**config.mk**
```make
export PLATFORM = sky130hd
export DESIGN_NAME = encoder4to2_arb
export DESIGN_NICKNAME = d
export VERILOG_FILES = /design/src/rtl/encoder4to2_arb_pkg.sv /design/src/rtl/encoder4to2_pick.sv /design/src/rtl/encoder4to2_arb.sv
export SDC_FILE = /design/constraint.sdc
export NUM_CORES = 1
export LEC_CHECK = 0
export BUFFER_PORTS_ARGS = -buffer_cell sky130_fd_sc_hd__clkbuf_2
export CAP_MARGIN = 15
export CORE_AREA = 2 2 39 41
export DETAILED_ROUTE_END_ITERATION = 10
export DIE_AREA = 0 0 41 43
export PLACE_DENSITY = 0.53
export RECOVER_POWER = 25
export REMOVE_ABC_BUFFERS = 1
export SLEW_MARGIN = 5
export SYNTH_ARGS = -nofsm -noshare
export SYNTH_HDL_FRONTEND = slang
export SYNTH_SLANG_ARGS = --single-unit
```
**constraint.sdc**
```tcl
create_clock -name clk -period 2.1 [get_ports clk]
set_input_delay 0.105 -clock clk [delete_from_list [all_inputs] [get_ports clk]]
set_output_delay 0.105 -clock clk [all_outputs]
set_load 0.01 [all_outputs]
```
**src/rtl/encoder4to2_arb_pkg.sv**
```systemverilog
// Shared constants and FSM state encoding for the 4-to-2 arbitrating encoder.
package encoder4to2_arb_pkg;

  localparam int REQ_W = 4;
  localparam int IDX_W = 2;

  typedef enum logic {
    IDLE  = 1'b0,
    GRANT = 1'b1
  } state_t;

endpackage

```
**src/rtl/encoder4to2_pick.sv**
```systemverilog
// Combinational selector: highest set index (mode 0) or first set index at or
// after start, wrapping (mode 1). Also flags whether more than one bit is set.
module encoder4to2_pick
  import encoder4to2_arb_pkg::*;
(
  input  logic [REQ_W-1:0] vec,
  input  logic [IDX_W-1:0] start,
  input  logic             mode,
  output logic [IDX_W-1:0] idx,
  output logic             multi,
  output logic             any
);

  logic [IDX_W-1:0] j;
  logic             found;

  // NOTE: every variable gets a default before any branch, so no latch is inferred.
  always_comb begin
    idx   = '0;
    j     = '0;
    found = 1'b0;
    if (!mode) begin
      // Ascending scan: the last set bit seen is the highest one.
      for (int i = 0; i < REQ_W; i++) begin
        if (vec[i]) idx = IDX_W'(i);
      end
    end else begin
      for (int k = 0; k < REQ_W; k++) begin
        j = start + IDX_W'(k);
        if (!found && vec[j]) begin
          idx   = j;
          found = 1'b1;
        end
      end
    end
  end

  assign any   = |vec;
  assign multi = ($countones(vec) > 1);

endmodule

```
**src/rtl/encoder4to2_arb.sv**
```systemverilog
// Sticky-request 4-to-2 encoder with fixed or rotating priority and a
// VALID/ACK handshake; every output comes straight from a register.
module encoder4to2_arb
  import encoder4to2_arb_pkg::*;
#(
  parameter bit RR = 1'b0
) (
  input  logic             clk,
  input  logic             rst,
  input  logic [REQ_W-1:0] REQ,
  input  logic             ACK,
  output logic [IDX_W-1:0] Y,
  output logic             VALID,
  output logic             MULTI,
  output logic [REQ_W-1:0] PENDING
);

  state_t           state, state_d;
  logic [IDX_W-1:0] y_d, last, last_d, start;
  logic             multi_d, accept;
  logic [REQ_W-1:0] clr, pending_d;
  logic [IDX_W-1:0] pick_idx;
  logic             pick_multi, pick_any;

  assign VALID  = (state == GRANT);
  assign accept = VALID & ACK;

  always_comb begin
    clr = '0;
    if (accept) clr[Y] = 1'b1;
  end

  // A new request on the bit being cleared keeps it set.
  assign pending_d = (PENDING & ~clr) | REQ;

  // Rotation resumes after the index being accepted this very edge.
  assign start = accept ? Y + 1'b1 : last + 1'b1;

  encoder4to2_pick u_pick (
    .vec   (pending_d),
    .start (start),
    .mode  (RR),
    .idx   (pick_idx),
    .multi (pick_multi),
    .any   (pick_any)
  );

  always_comb begin
    state_d = state;
    y_d     = Y;
    multi_d = MULTI;
    last_d  = accept ? Y : last;
    case (state)
      IDLE: begin
        if (pick_any) begin
          state_d = GRANT;
          y_d     = pick_idx;
          multi_d = pick_multi;
        end
      end
      GRANT: begin
        if (ACK) begin
          if (pick_any) begin
            y_d     = pick_idx;
            multi_d = pick_multi;
          end else begin
            state_d = IDLE;
            multi_d = 1'b0;
          end
        end
      end
      default: state_d = IDLE;
    endcase
  end

  // NOTE: sequential state uses non-blocking assignments only.
  always_ff @(posedge clk or posedge rst) begin
    if (rst) begin
      state   <= IDLE;
      Y       <= '0;
      MULTI   <= 1'b0;
      PENDING <= '0;
      last    <= '1;
    end else begin
      state   <= state_d;
      Y       <= y_d;
      MULTI   <= multi_d;
      PENDING <= pending_d;
      last    <= last_d;
    end
  end

endmodule

```
==> results of run 1 <==
cell families after synthesis:
logic type,after synthesis
buffers and inverters,5
and+or+nand+nor,13
AOI/OAI and AO/OA,10
DFF,8
adders and majority gates,5
metal layers:
metal / part of all wire / wire [um]
met3: 0.038 / 30
met5: 0 / 0
met2: 0.51 / 405
met1: 0.43 / 344
met4: 0.021 / 17
metrics by stage:
stage | util | cells | hold WS (ns) | instance area (um^2) | TNS [ns]
2_1_floorplan | - | 41 | -0.07934 | 416.7 | 0
3_3_place_gp | 0.3770 | 73 | 0.05033 | 521.8 | 0
3_5_place_dp | 0.3770 | 73 | 0.04908 | 521.8 | -0.0005485
4_1_cts | 0.4005 | 77 | 0.09726 | 554.3 | 0
5_1_grt | 0.4069 | 78 | 0.1188 | 563.0 | 0
6_report | 0.4069 | 78 | 0.09466 | 563.0 | 0
placed cells by master (no fill, tap or decap):
cell           netlist  routed
a21o_1               1       1
a21oi_1              3       3
a21oi_2              1       1
a31oi_1              1       1
and2_1               1       1
buf_4                0       3
clkbuf_2             0      14
clkbuf_4             0       3
dfrtp_1              8       7
dfrtp_2              0       1
dlygate4sd3_1        0       1
fa_1                 1       1
ha_1                 4       4
inv_1                5       5
nand2_1              3       3
nand3_1              1       1
nand4_1              1       1
nand4b_1             2       2
nor2_1               3       3
nor2b_1              1       1
o21ai_0              4       3
o21ai_1              0       1
or2_2                1       1
final timing paths:
check	start	end
min in group asynchronous	rst	PENDING[2]
min	REQ[2]	PENDING[2]
max in group asynchronous	rst	Y[0]
min reg2reg	MULTI	MULTI
max reg2reg	Y[0]	MULTI
max	Y[0]	MULTI
report_power, final:
group,internal (uW),switching [uW],total [uW]
registers,167,9.30,176
logic,32.5,37.4,69.8
clock network,65.1,47.4,112
total,265,94.1,359
repair_timing:
| item | CTS | global route |
|---|---|---|
| hold buffers | 1 | 0 |
| endpoints found under the setup margin | 0 | 1 |
| hold endpoints to repair | 8 | 0 |
| setup buffers | 0 | 1 |
| resized for setup | 0 | 2 |
synthesized netlist by cell type, drive strengths merged (2+ instances only):
master  number  area share
nand4b       2       0.042
dfrtp        8        0.48
nor2         3       0.027
a21oi        4       0.057
ha           4        0.12
nand2        3       0.027
inv          5       0.045
o21ai        4       0.048
layout make-up:
cell class	count	area, um^2	share of cell area
inverters	5	18.77	0.03333
flip-flops and latches	8	201.4	0.3578
multi-input cells	28	197.7	0.3511
clock buffers	3	22.52	0.04000
well taps	16	20.02	0.03556
repair buffers	18	102.6	0.1822
registers in the layout, summed over array words and instances (netlist names):
name	count
VALID	1
Y	2
PENDING	4
MULTI	1
critical path, cell delays in order, from the launching register on:
cell and delay (ns):
dfrtp_2 0.43, nand4b_1 0.22, a21oi_2 0.21, ha_1 0.25
and2_1 0.14, fa_1 0.43, o21ai_1 0.14, nand2_1 0.06
==> impl_metrics.py, run 1 <==
metrics = {
    "run_status": {
        "status": "finished, final reports clean",
    },
    "logic_synthesis": {
        "ys_seq_elements": 8,
        "async_flop_share": 1.000,
        "yosys_warnings": 0,
        "synthesis.area_per_instance_um2": 10.16,
        "synth_top_family_by_area": "simple AND/OR/NAND/NOR gates",
        "synthMuxAreaShare": 0,
        "netlist_area_um2": 416.7,
        "synth_fa_ha_area_frac": 0.1682,
        "synth_cell_types": 17,
        "yosys_most_used_dff": "dfrtp_1",
        "yosys.area_share.simple": 0.1682,
        "synth-edff-count": 0,
        "synth-xor-area-share": 0,
        "ys_seq_area_frac": 0.4805,
        "netlist_instances": 41,
        "synth_compound_area_frac": 0.1381,
    },
    "final_layout": {
        "fillCellCount": 160,
        "antenna_cells": 0,
        "layout-drive-gt1-share": 0.3710,
        "area_growth_syn_to_layout_pct": 35.14,
        "nNetsFinal": 76,
    },
    "die": {
        "die_w_um": 41,
        "die_area_um2": 1763,
        "core_um2": 1384,
        "dieHeight_um": 43,
        "pin_count": 15,
        "start_util": 0.3011,
        "rows": 14,
    },
    "timing": {
        "finalHoldViolCount": 0,
        "grt_setup_unrepaired": "no",
        "max_freq_ghz": 0.5000,
        "setup_viol": 0,
        "finalCritPeriodShare": 0.9524,
        "max_slew_margin": 0.7949,
        "skew_ns": 0.0003986,
        "setup_slack_ns": 0.09999,
        "fin_crit_ns": 2.000,
        "worst_pin_slew_ns": 0.3073,
        "slew_violations": 0,
    },
    "pwr": {
        "power_uw": 358.7,
        "irDropWorstVdd_mv": 0.1877,
        "p_leak_uw": 0.0002600,
        "power_density_nw_per_um2": 637.1,
    },
    "global_route": {
        "grtUsageMet2": 0.1719,
        "grt_max_degree": 9,
        "use_met3": 0.03141,
        "grt_usage": 0.1105,
        "grt-ovfl-total": 0,
        "grt_pass1_vias": 344,
        "antenna_found_initial": 0,
        "grt_first_pass_wirelength_um": 1255,
        "gr-usage-met1": 0.1063,
        "top_usage_layer": "met2",
    },
    "clock_tree": {
        "cts-buffers-inserted": 3,
        "cts_tree": "built",
        "clock_sinks": 8,
        "clkTransAtPathRegs_ns": 0.05,
        "htreeDepth": 1,
        "clk_latency_ns": 0.24,
        "clockRootBuffer": "clkbuf_4",
        "cts_buffer_depth": 2,
    },
    "setup_path": {
        "critPathMaxFanout": 6,
        "r2r_slack_ns": 0.1,
        "cp_data_required_time_ns": 2.23,
        "r2r_cells": 7,
        "cp.arrival_ns": 2.13,
        "crit_path_end_kind": "flip-flop",
        "startpoint_type": "flip-flop",
        "path_class": "reg2reg",
    },
    "flow_run": {
        "maxCapViolCount": 0,
    },
    "drt": {
        "post_drt_wl_per_cell_um": 10.22,
        "drcViolationCount": 0,
        "first_iter_violations": 2,
        "postRouteAntennaNets": 0,
        "routed_wl_um": 797,
        "routed_via_density": 4.603,
        "firstDrtPassIters": 2,
        "vias": 359,
    },
    "placement": {
        "dpl.hpwl_um": 672.2,
        "gp_congestion": 0.7462,
        "place_ws_ns": -0.0005485,
        "port_buffers": 14,
    },
    "min_path": {
        "min_path_cells": 3,
        "hp-class": "in2reg",
    },
}
Power figures use the tool's default switching activity.
==> run 2: changes to the inputs <==
RECOVER_POWER = 50   (was 25)
==> impl_metrics.py, run 2 (same netlist as run 1, synthesis figures left out) <==
metrics = {
    "final_layout": {
        "regMostFlops": "PENDING",
        "top_regs": "PENDING (4), Y (2)",
        "mostFrequentLayoutCell": "clkbuf_2",
        "fillCellCount": 162,
        "utilization": 0.4042,
        "layout-drive-gt1-share": 0.3226,
        "most-common-layout-cells": "11 x clkbuf_2, 7 x dfrtp_1, 5 x inv_1, 4 x ha_1",
        "largest_reg_flops": 4,
        "multiInputGateArea_um2": 197.7,
        "fin_cells": 78,
        "regArea_um2": 201.4,
        "antenna_cells": 0,
        "nNetsFinal": 76,
        "area_growth_syn_to_layout_pct": 34.23,
    },
    "pwr": {
        "p_sw_uw": 94.12,
        "power_density_nw_per_um2": 638.4,
        "p_leak_uw": 0.0002518,
        "irDropWorstVdd_mv": 0.1907,
        "internal_power_uw": 262.9,
        "switching_share": 0.2636,
        "clkPwrFrac": 0.315,
        "pwr-share-comb": 0.191,
        "power_uw": 357.0,
        "power_frac_seq": 0.494,
    },
    "drt": {
        "firstDrtPassIters": 4,
        "routed_via_density": 4.577,
        "first_iter_violations": 2,
        "drcViolationCount": 0,
        "routed_wl_um": 793,
        "post_drt_wl_per_cell_um": 10.17,
        "vias": 357,
        "postRouteAntennaNets": 0,
    },
    "clock_tree": {
        "cts_buffer_depth": 2,
        "clk_latency_ns": 0.24,
        "htreeDepth": 1,
        "clockRootBuffer": "clkbuf_4",
        "clock_sinks": 8,
        "cts_tree": "built",
        "cts-buffers-inserted": 3,
        "clkTransAtPathRegs_ns": 0.05,
    },
    "setup_path": {
        "cp-startpoint": "Y[0]",
        "startpoint_type": "flip-flop",
        "r2r-start": "Y[0]",
        "r2r_slack_ns": 0.1,
        "critPathMaxFanout": 6,
        "cp_data_required_time_ns": 2.23,
        "cp.arrival_ns": 2.13,
        "crit_path_end_kind": "flip-flop",
        "path_class": "reg2reg",
    },
    "global_route": {
        "grt_first_pass_wirelength_um": 1255,
        "grt_pass1_vias": 344,
        "grt_max_degree": 9,
        "grt-ovfl-total": 0,
        "grt_usage": 0.1105,
        "antenna_found_initial": 0,
    },
    "die": {
        "pin_count": 15,
        "rows": 14,
        "dieHeight_um": 43,
        "start_util": 0.3011,
        "die_w_um": 41,
        "core_um2": 1384,
        "die_area_um2": 1763,
    },
    "timing": {
        "worst_pin_slew_ns": 0.3046,
        "fin_hold_ws_ns": 0.09455,
        "max_slew_margin": 0.7967,
        "grt_setup_unrepaired": "no",
        "slew_violations": 0,
        "setup_slack_ns": 0.09902,
        "max_freq_ghz": 0.4998,
        "setup_viol": 0,
        "finalHoldViolCount": 0,
        "finalCritPeriodShare": 0.9528,
        "fin_crit_ns": 2.001,
        "skew_ns": 0.0004516,
    },
    "placement": {
        "gp_congestion": 0.7462,
        "port_buffers": 14,
        "dp_cells": 73,
        "place_ws_ns": -0.0005485,
        "dpl.hpwl_um": 672.2,
    },
    "min_path": {
        "worstHoldStart": "REQ[2]",
        "hp-class": "in2reg",
    },
    "run_status": {
        "status": "finished, final reports clean",
    },
    "flow_run": {
        "maxCapViolCount": 0,
    },
}
-- run 2: path summary, 6_finish.rpt --
check | to | depth (start not counted)
hold reg to reg | MULTI | 2
hold / removal | PENDING[2] | 3
max in group asynchronous | Y[0] | 3
setup / recovery | MULTI | 9
min in group asynchronous | PENDING[2] | 3
setup reg to reg | MULTI | 9
-- run 2: layer usage --
metal  routed length [um]  vias up  track usage
met4                   23        0       0.1067
met1                  344      161       0.1063
li1                     -      185            -
met5                    0        -            0
met2                  393        9       0.1719
met3                   32        2      0.03141
-- run 2: power by group through the flow --
stage               logic, uW  registers (uW)  clock network (uW)
global route             78.5             178                 125
floorplan                32.3             184                   0
detailed placement       67.8             179                   0
finish                   68.1             176                 113
CTS                      69.2             176                 118
global placement         66.6             178                   0
-- run 2: what timing repair did --
item | in CTS | in global routing
hold endpoints to repair | 8 | 0
setup endpoints to repair | 0 | 1
hold buffers | 1 | 0
setup buffers | 0 | 1
gates resized for setup | 0 | 2
-- run 2: through the flow --
step	TNS [ns]	cell area, um^2
2_1_floorplan	0	416.7
3_3_place_gp	0	521.8
3_5_place_dp	-0.0005485	521.8
4_1_cts	0	554.3
5_1_grt	0	559.3
6_report	0	559.3
-- run 2: area by class of cell --
cell class,instances,share of cell area
clock buffer,3,0.04027
sequential,8,0.3602
tap,16,0.03579
multi-input combinational,28,0.3535
timing repair buffer,18,0.1767
inverter,5,0.03356
-- run 2: worst max-delay path, cell delays in order (launching register included) --
cell     delay (ns)
dfrtp_2        0.43
nor2_1         0.11
nand3_1        0.08
a21o_1         0.19
inv_1          0.05
ha_1           0.21
and2_1         0.16
fa_1           0.43
o21ai_1        0.14
nand2_1        0.06
==> run 3: changes to the inputs <==
CAP_MARGIN = 20   (was 15)
PLACE_DENSITY = default   (was 0.53)
PLACE_DENSITY_LB_ADDON = 0.05   (was default)
==> impl_metrics.py, run 3 (same netlist as run 1, synthesis figures left out) <==
metrics = {
    "drt": {
        "routed_wl_um": 921,
        "postRouteAntennaNets": 0,
        "drcViolationCount": 0,
        "met1_length_um": 413,
        "post_drt_wl_per_cell_um": 11.96,
        "first_iter_violations": 1,
        "routed_via_density": 4.636,
        "wl_met2_um": 447,
        "vias": 357,
        "top_layer": "met4",
        "wl_met3_um": 51,
        "firstDrtPassIters": 2,
    },
    "timing": {
        "fin_crit_ns": 1.979,
        "setup_slack_ns": 0.1214,
        "worst_pin_slew_ns": 0.3221,
        "skew_ns": 0.005205,
        "finalCritPeriodShare": 0.9422,
        "slew_violations": 0,
        "finalHoldViolCount": 0,
        "max_freq_ghz": 0.5054,
        "setup_viol": 0,
        "max_slew_margin": 0.7850,
    },
    "setup_path": {
        "slowest_stage": "dfrtp_2",
        "critPathMaxFanout": 6,
        "reg2reg_to": "MULTI",
        "crit_path_max_incr_delay_ns": 0.43,
        "crit_family": "adder cells",
        "r2r_slack_ns": 0.12,
        "cp.arrival_ns": 2.12,
        "crit_path_end_kind": "flip-flop",
        "r2r_cells": 7,
        "cp_data_required_time_ns": 2.24,
        "startpoint_type": "flip-flop",
        "path_class": "reg2reg",
        "crit_buf_inv": 0,
        "worstPathCellList": "nand4b_1 > a21oi_2 > ha_1 > and2_4 > fa_1 > o21ai_1 > nand2_1",
        "r2r-start": "Y[0]",
    },
    "die": {
        "dieHeight_um": 43,
        "die_area_um2": 1763,
        "rows": 14,
        "die_w_um": 41,
        "core_um2": 1384,
        "start_util": 0.3011,
        "pin_count": 15,
    },
    "pwr": {
        "power_density_nw_per_um2": 659.6,
        "irDropWorstVdd_mv": 0.2981,
        "p_leak_uw": 0.0002486,
    },
    "global_route": {
        "grt-ovfl-total": 0,
        "grt_max_degree": 9,
        "grt_usage": 0.1411,
        "grt_pass1_vias": 363,
        "antenna_found_initial": 0,
        "grt_first_pass_wirelength_um": 1573,
    },
    "final_layout": {
        "mostFrequentLayoutCell": "clkbuf_2",
        "most-common-layout-cells": "11 x clkbuf_2, 6 x dfrtp_1, 5 x inv_1, 4 x ha_1",
        "layout-drive-gt1-share": 0.3770,
        "antenna_cells": 0,
        "regMostFlops": "PENDING",
        "area_growth_syn_to_layout_pct": 35.14,
        "utilization": 0.4069,
        "nNetsFinal": 75,
        "top_regs": "PENDING (4), Y (2)",
        "largest_reg_flops": 4,
    },
    "min_path": {
        "worstHoldStart": "REQ[2]",
        "hp-class": "in2reg",
        "hold_path_end": "PENDING[2]",
        "min_path_cells": 3,
    },
    "run_status": {
        "status": "finished, final reports clean",
    },
    "clock_tree": {
        "clockRootBuffer": "clkbuf_4",
        "cts_tree": "built",
        "clkTransAtPathRegs_ns": 0.06,
        "clk_latency_ns": 0.25,
        "htreeDepth": 1,
        "cts-buffers-inserted": 3,
        "cts_buffer_depth": 2,
        "clock_sinks": 8,
    },
    "placement": {
        "port_buffers": 14,
        "gp_congestion": 0.6925,
        "place_ws_ns": 0.04051,
        "dpl.hpwl_um": 723.4,
    },
    "flow_run": {
        "maxCapViolCount": 0,
    },
}
-- run 3: worst reg2reg max path: stages, from the launching register on --
cell      delay (ns)
dfrtp_2         0.43
nand4b_1        0.22
a21oi_2         0.20
ha_1            0.25
and2_4          0.14
fa_1            0.43
o21ai_1         0.13
nand2_1         0.06
-- run 3: report_power, final --
group	switching, uW	leakage (uW)	total (uW)	internal, uW
Sequential	9.83	0.0000772	177	167
Clock	55.1	0.0000138	121	65.6
Combinational	40.3	0.000158	73.5	33.2
-- run 3: how the worst max path moves through the flow --
stage,endpoint,slack [ns],start,cells after the start
2_1_floorplan,MULTI,0.13,Y[1],9
3_3_place_gp,MULTI,0.08,Y[0],7
3_5_place_dp,MULTI,0.04,VALID,7
4_1_cts,MULTI,0.03,VALID,7
5_1_grt,MULTI,-0.007,Y[0],7
6_report,MULTI,0.12,Y[0],7
-- run 3: layout make-up --
type	instances	area, um^2
fill	156	820.8
clock buffer	3	22.52
timing repair buffer	17	91.34
multi-input combinational	28	207.7
tap	16	20.02
inverter	5	18.77
sequential	8	202.7
-- run 3: layer usage --
layer	global-route usage	vias to the layer above
met5	0	-
met3	0.03665	2
met4	0.1000	0
li1	-	182
met2	0.1969	8
met1	0.1800	165
-- run 3: repair_timing --
action / in CTS / in global routing
setup buffers: 0 / 1
setup endpoints to repair: 0 / 1
hold buffers: 1 / 0
resized for setup: 0 / 6
endpoints found under the hold margin: 8 / 0
-- run 3: stage by stage --
step | hold WS (ns) | total power (uW) | TNS, ns | cell area (um^2) | std cells
floorplan | -0.07934 | 216.2 | 0 | 416.7 | 41
global placement | 0.05164 | 245.1 | 0 | 514.2 | 72
detailed placement | 0.06065 | 247.6 | 0 | 514.2 | 72
CTS | 0.07335 | 373.5 | 0 | 546.8 | 76
global route | 0.09023 | 399.1 | -0.006515 | 563.0 | 77
finish | 0.07493 | 371.4 | 0 | 563.0 | 77
